**config.mk**
```make
export PLATFORM = sky130hd
export DESIGN_NAME = mem_sweep_engine
export DESIGN_NICKNAME = d
export VERILOG_FILES = /design/src/rtl/mem_sweep_pkg.sv /design/src/rtl/sweep_ram.sv /design/src/rtl/mem_sweep_engine.sv
export SDC_FILE = /design/constraint.sdc
export NUM_CORES = 2
export LEC_CHECK = 0
export ABC_AREA = 0
export CAP_MARGIN = 20
export CORE_UTILIZATION = 45
export CTS_CLUSTER_SIZE = 30
export DETAILED_ROUTE_END_ITERATION = 10
export HOLD_SLACK_MARGIN = 0.1
export SLEW_MARGIN = 5
export SYNTH_ARGS = -nofsm -noshare
export SYNTH_HDL_FRONTEND = slang
export SYNTH_SLANG_ARGS = --single-unit
```
**constraint.sdc**
```tcl
create_clock -name clk -period 10.5 [get_ports clk]
set_input_delay 1.05 -clock clk [delete_from_list [all_inputs] [get_ports clk]]
set_output_delay 1.05 -clock clk [all_outputs]
set_load 0.005 [all_outputs]
```
**src/rtl/mem_sweep_pkg.sv**
```systemverilog
// Shared types for the memory sweep engine.
//   state_t : FSM state; the encoding is exported on fsm_tb.
//   mode_t  : command selector sampled at capture.
//   depth_of: word count of a RAM with the given address width.
package mem_sweep_pkg;

    typedef enum logic [2:0] {
        ST_IDLE  = 3'b000,
        ST_WRITE = 3'b001,
        ST_READ  = 3'b010,
        ST_CMP   = 3'b011,
        ST_DONE  = 3'b100
    } state_t;

    typedef enum logic [1:0] {
        MODE_FILL  = 2'b00,
        MODE_CHECK = 2'b01,
        MODE_CLEAR = 2'b10,
        MODE_RSVD  = 2'b11
    } mode_t;

    function automatic int unsigned depth_of(input int unsigned aw);
        return 32'd1 << aw;
    endfunction

endpackage

```
**src/rtl/sweep_ram.sv**
```systemverilog
// Simple dual-port RAM, 2^ADDR_W x DATA_W.
//   clk, rst     : clock, async active-low reset (output registers only)
//   we, a_add,
//   a_wdata      : port A write
//   a_rdata      : port A registered read of a_add (used by CHECK)
//   b_add,
//   b_rdata      : port B registered read (debug tap)
// The array itself is never reset, so contents survive an engine reset.
module sweep_ram
    import mem_sweep_pkg::*;
#(
    parameter int DATA_W = 8,
    parameter int ADDR_W = 8
) (
    input  logic              clk,
    input  logic              rst,
    input  logic              we,
    input  logic [ADDR_W-1:0] a_add,
    input  logic [DATA_W-1:0] a_wdata,
    output logic [DATA_W-1:0] a_rdata,
    input  logic [ADDR_W-1:0] b_add,
    output logic [DATA_W-1:0] b_rdata
);

    localparam int unsigned DEPTH = depth_of(ADDR_W);

    logic [DATA_W-1:0] mem [DEPTH];

    always_ff @(posedge clk) begin
        if (we) mem[a_add] <= a_wdata;
    end

    always_ff @(posedge clk or negedge rst) begin
        if (!rst) begin
            a_rdata <= '0;
            b_rdata <= '0;
        end else begin
            a_rdata <= mem[a_add];
            b_rdata <= mem[b_add];
        end
    end

endmodule

```
**src/rtl/mem_sweep_engine.sv**
```systemverilog
// Memory sweep engine: one FILL / CHECK / CLEAR command per enable pulse
// over a programmable, wrapping address window of an on-chip RAM.
//   clk, rst          : clock, async active-low reset
//   enable, mode,
//   start_add, len,
//   pat_base          : command, captured in IDLE
//   busy, st_end      : activity flag, one-cycle completion pulse
//   cmd_err           : reserved mode seen on the last command
//   err_count,
//   first_err_add     : CHECK results
//   add_tb, write_tb,
//   fsm_tb            : debug taps (sweep address, last write, state)
//   dbg_rd_add,
//   dbg_rd_data       : debug read port, one-cycle latency
module mem_sweep_engine
    import mem_sweep_pkg::*;
#(
    parameter int DATA_W = 8,
    parameter int ADDR_W = 8,
    parameter int CNT_W  = ADDR_W + 1
) (
    input  logic              clk,
    input  logic              rst,
    input  logic              enable,
    input  logic [1:0]        mode,
    input  logic [ADDR_W-1:0] start_add,
    input  logic [CNT_W-1:0]  len,
    input  logic [DATA_W-1:0] pat_base,
    output logic              busy,
    output logic              st_end,
    output logic              cmd_err,
    output logic [CNT_W-1:0]  err_count,
    output logic [ADDR_W-1:0] first_err_add,
    output logic [ADDR_W-1:0] add_tb,
    output logic [DATA_W-1:0] write_tb,
    output logic [2:0]        fsm_tb,
    input  logic [ADDR_W-1:0] dbg_rd_add,
    output logic [DATA_W-1:0] dbg_rd_data
);

    state_t            state;
    mode_t             mode_q;
    logic [ADDR_W-1:0] start_q;
    logic [CNT_W-1:0]  len_q;
    logic [DATA_W-1:0] pat_q;
    logic [CNT_W-1:0]  ofs;

    logic [ADDR_W-1:0] cur_add;
    logic [DATA_W-1:0] cur_pat;
    logic [DATA_W-1:0] wr_data;
    logic [DATA_W-1:0] ram_rdata;
    logic              ram_we;
    logic              sweep_done;

    // Address and pattern both wrap naturally by truncation.
    assign cur_add    = start_q + ofs[ADDR_W-1:0];
    assign cur_pat    = pat_q + DATA_W'(ofs);
    assign wr_data    = (mode_q == MODE_CLEAR) ? '0 : cur_pat;
    // WRITE/READ spend one extra visit with ofs == len_q to close the sweep.
    assign sweep_done = (ofs == len_q);
    assign ram_we     = (state == ST_WRITE) && !sweep_done;
    assign fsm_tb     = state;

    sweep_ram #(
        .DATA_W (DATA_W),
        .ADDR_W (ADDR_W)
    ) u_ram (
        .clk     (clk),
        .rst     (rst),
        .we      (ram_we),
        .a_add   (cur_add),
        .a_wdata (wr_data),
        .a_rdata (ram_rdata),
        .b_add   (dbg_rd_add),
        .b_rdata (dbg_rd_data)
    );

    always_ff @(posedge clk or negedge rst) begin
        if (!rst) begin
            state         <= ST_IDLE;
            mode_q        <= MODE_FILL;
            start_q       <= '0;
            len_q         <= '0;
            pat_q         <= '0;
            ofs           <= '0;
            busy          <= 1'b0;
            st_end        <= 1'b0;
            cmd_err       <= 1'b0;
            err_count     <= '0;
            first_err_add <= '0;
            add_tb        <= '0;
            write_tb      <= '0;
        end else begin
            case (state)
                ST_IDLE: begin
                    if (enable) begin
                        mode_q        <= mode_t'(mode);
                        start_q       <= start_add;
                        len_q         <= len;
                        pat_q         <= pat_base;
                        ofs           <= '0;
                        err_count     <= '0;
                        first_err_add <= '0;
                        cmd_err       <= 1'b0;
                        busy          <= 1'b1;
                        if (mode_t'(mode) == MODE_RSVD) begin
                            cmd_err <= 1'b1;
                            st_end  <= 1'b1;
                            state   <= ST_DONE;
                        end else if (len == '0) begin
                            st_end <= 1'b1;
                            state  <= ST_DONE;
                        end else if (mode_t'(mode) == MODE_CHECK) begin
                            state <= ST_READ;
                        end else begin
                            state <= ST_WRITE;
                        end
                    end
                end
                ST_WRITE: begin
                    if (sweep_done) begin
                        st_end <= 1'b1;
                        state  <= ST_DONE;
                    end else begin
                        add_tb   <= cur_add;
                        write_tb <= wr_data;
                        ofs      <= ofs + CNT_W'(1);
                    end
                end
                ST_READ: begin
                    if (sweep_done) begin
                        st_end <= 1'b1;
                        state  <= ST_DONE;
                    end else begin
                        // RAM latches mem[cur_add] on this edge; ofs holds into CMP.
                        add_tb <= cur_add;
                        state  <= ST_CMP;
                    end
                end
                ST_CMP: begin
                    if (ram_rdata != cur_pat) begin
                        if (err_count != '1) err_count <= err_count + CNT_W'(1);
                        // A zero count can only mean no earlier mismatch this command.
                        if (err_count == '0) first_err_add <= cur_add;
                    end
                    ofs   <= ofs + CNT_W'(1);
                    state <= ST_READ;
                end
                ST_DONE: begin
                    st_end <= 1'b0;
                    busy   <= 1'b0;
                    state  <= ST_IDLE;
                end
                default: begin
                    st_end <= 1'b0;
                    busy   <= 1'b0;
                    state  <= ST_IDLE;
                end
            endcase
        end
    end

endmodule

```
==> flow_metrics.tcl <==
set metrics [dict create \
    die-height_um 472 \
    syn_area_per_cell_um2 21.4 \
    io_pins 85 \
    hold_buffers 0 \
    cts_inserted_buffers 223 \
    core_um2 220000 \
    synth_area_leaders "edfxtp_1, mux4_2, dfrtp_1" \
    tightest_slew_ns 1.28 \
    layout-drive-gt1-share 0.370 \
    synth_top_area_frac 0.619 \
    netlist_area_um2 99300 \
    drv_slew 0 \
    synthAdderAreaFrac 0.00267 \
    p_total_mw 39.3 \
    startpoint "ofs[0]$_DFFE_PN0P_" \
    ys_seq_area_frac 0.642 \
    synth_top_family_by_area "multiplexers" \
    grt_pass1_wl_um 411000 \
    fp.dieArea_um2 223000 \
    dr.pass1.iters 6 \
    synth_edf_count 2048 \
    layout.nets 4810 \
    syn_nets 4707 \
    max_freq_mhz 151 \
    period_share 0.630 \
    synth_mux_area_frac 0.299 \
    antenna_found_initial 12 \
    hold_violations 0 \
    yosysTopAreaCell "edfxtp_1" \
    wl_um 291000 \
    htree_levels 4 \
    cp_max_fo 106 \
    port_buffers 84 \
    finalSetupViolCount 0 \
    async_flop_share 0.0425 \
    yosys_warnings 0 \
    grt_pass1_vias 53100 \
    max_slew_margin 0.144 \
    cts_setup_buffers 0 \
    cts_sinks 2139 \
    fillers 17300 \
    cts.clk_slew.worst_paths_ns 0.06 \
    layout_common_cells "edfxtp_1, mux4_2, nor2_1, clkbuf_16, nand2_1" \
    grt_max_degree 225 \
    startpoint_type "register" \
    start_util 0.452 \
    cts-resized-gates 0 \
    num_vias 52300 \
    clk_latency_ns 0.89 \
    drtIter0Drc 6360 \
    layout_commonest_cell "edfxtp_1" \
    route.antenna.remaining_nets 0 \
    synth_simple_gate_area_frac 0.0221 \
    num_rows 172 \
    max_cap_violations 0 \
    hp-class "primary input to async pin" \
    ys_seq_elements 2139 \
    overflow 0 \
    dieWidth_um 472 \
    area_growth_pct 11.9 \
    finalCriticalPeriod_ns 6.62 \
    power_density_nw_per_um2 354 \
    grt.total_usage 0.263 \
    p_leak_nw 34.7 \
    reg2regPathDepth 10 \
    required_ns 11.25 \
    cp-end-kind "register" \
    ys_types 61 \
    path_class "register to register" \
    rsz0062_at_grt "false" \
    wire_per_inst_um 37.2 \
    hpwl_um 182000 \
    finalSetupTns_ns 0 \
    reg2reg_from "ofs[0]$_DFFE_PN0P_" \
    status "complete, no violations" \
    synth_ff_type "edfxtp_1" \
    finClkSkew_ns 0.0398 \
    viasPerCell 6.69 \
    synth-compound-area-share 0.0143 \
    cts_tree "built" \
    clock_path_buffers 3 \
    drc 0 \
    root_buffer "clkbuf_16" \
    synthXorXnorAreaFrac 0.00370 \
    synthCells 4649 \
    gp_congestion 0.830 \
    vdd_drop_max_v 0.000803 \
    arrival_ns 7.37 \
]
## cell families (layout without fill, tap and decap cells)
family,count (synthesis),after routing
AO/OA/AOI/OAI,186,186
buffers and inverters,373,668
adder cells (fa/ha/maj),20,20
XOR/XNOR,42,42
flip-flops,2139,2139
multiplexers,1358,1358
other,0,4
AND/OR/NAND/NOR,531,531
## layout make-up
class | instances | area, um^2 | share of cell area
Tap cell | 2871 | 3590 | 0.0323
Multi-Input combinational cell | 2137 | 34100 | 0.307
Clock buffer | 289 | 5960 | 0.0536
Clock inverter | 128 | 1240 | 0.0112
Timing Repair Buffer | 242 | 2370 | 0.0213
Sequential cell | 2139 | 63800 | 0.574
Antenna cell | 4 | 10.0 | 0.0000901
Inverter | 9 | 33.8 | 0.000304
## cells in the mapped netlist (all sizes together), types with 21 or more instances
cell type	n
nor2	305
a221o	24
a22o	32
xnor2	25
mux4	1280
mux2i	53
clkbuf	198
edfxtp	2048
dfrtp	91
buf	166
a22oi	22
nand2	149
a21oi	21
mux2	25
## power breakdown
| part | internal (mW) | switching [mW] | leakage (nW) |
|---|---|---|---|
| Sequential | 12.3 | 0.233 | 19.8 |
| Combinational | 7.49 | 11.5 | 11.4 |
| Clock | 4.45 | 3.41 | 3.51 |
| Total | 24.2 | 15.1 | 34.7 |
## path summary, 6_finish.rpt
path / endpoint / slack (ns)
max in group asynchronous: ofs[4]$_DFFE_PN0P_ / 9.13
worst max-delay path: u_ram.a_rdata[2]$_DFF_PN0_ / 3.88
worst max register to register: u_ram.a_rdata[2]$_DFF_PN0_ / 3.88
worst min register to register: write_tb[5]$_DFFE_PN0P_ / 0.48
min in group clk: write_tb[5]$_DFFE_PN0P_ / 0.48
worst min-delay path: u_ram.b_rdata[3]$_DFF_PN0_ / 0.20
## sequential cells by signal, summed over array words and instances, names as in the netlist, 2 cells and up
register	count
u_ram.mem	2048
err_count	9
len_q	9
ofs	9
add_tb	8
first_err_add	8
pat_q	8
start_q	8
u_ram.a_rdata	8
u_ram.b_rdata	8
write_tb	8
fsm_tb	3
mode_q	2
## worst max-delay path, cell delays in order (launching register included)
cell and delay, ns:
dfrtp_1 0.50, ha_4 0.23, fa_4 1.10, buf_12 0.50, buf_4 0.81, mux4_2 0.44, mux4_2 0.47, a22o_1 0.33
a221oi_1 0.89, o22ai_1 0.57, a221o_1 0.40
## per-layer routing
metal,up-vias,GRT usage,wire length [um]
met3,474,0.0542,25100
met5,-,0,13
met4,2,0.0925,11100
li1,20600,-,-
met1,28700,0.370,116000
met2,2562,0.410,139000
## per-stage QoR
| stage | instances | area (um^2) | hold slack, ns | worst slack, ns | utilization |
|---|---|---|---|---|---|
| 6_report | 7819 | 111000 | 0.198 | 3.88 | 0.506 |
| 4_1_cts | 7809 | 111000 | 0.162 | 3.91 | 0.506 |
| 5_1_grt | 7817 | 111000 | 0.212 | 3.87 | 0.506 |
| 3_3_place_gp | 7376 | 104000 | 0.455 | 3.94 | 0.472 |
| 2_1_floorplan | 4649 | 99300 | 0.438 | 1.25 | - |
| 3_5_place_dp | 7392 | 104000 | 0.468 | 3.93 | 0.473 |
Note: power is estimated with default switching activity, not from simulation.
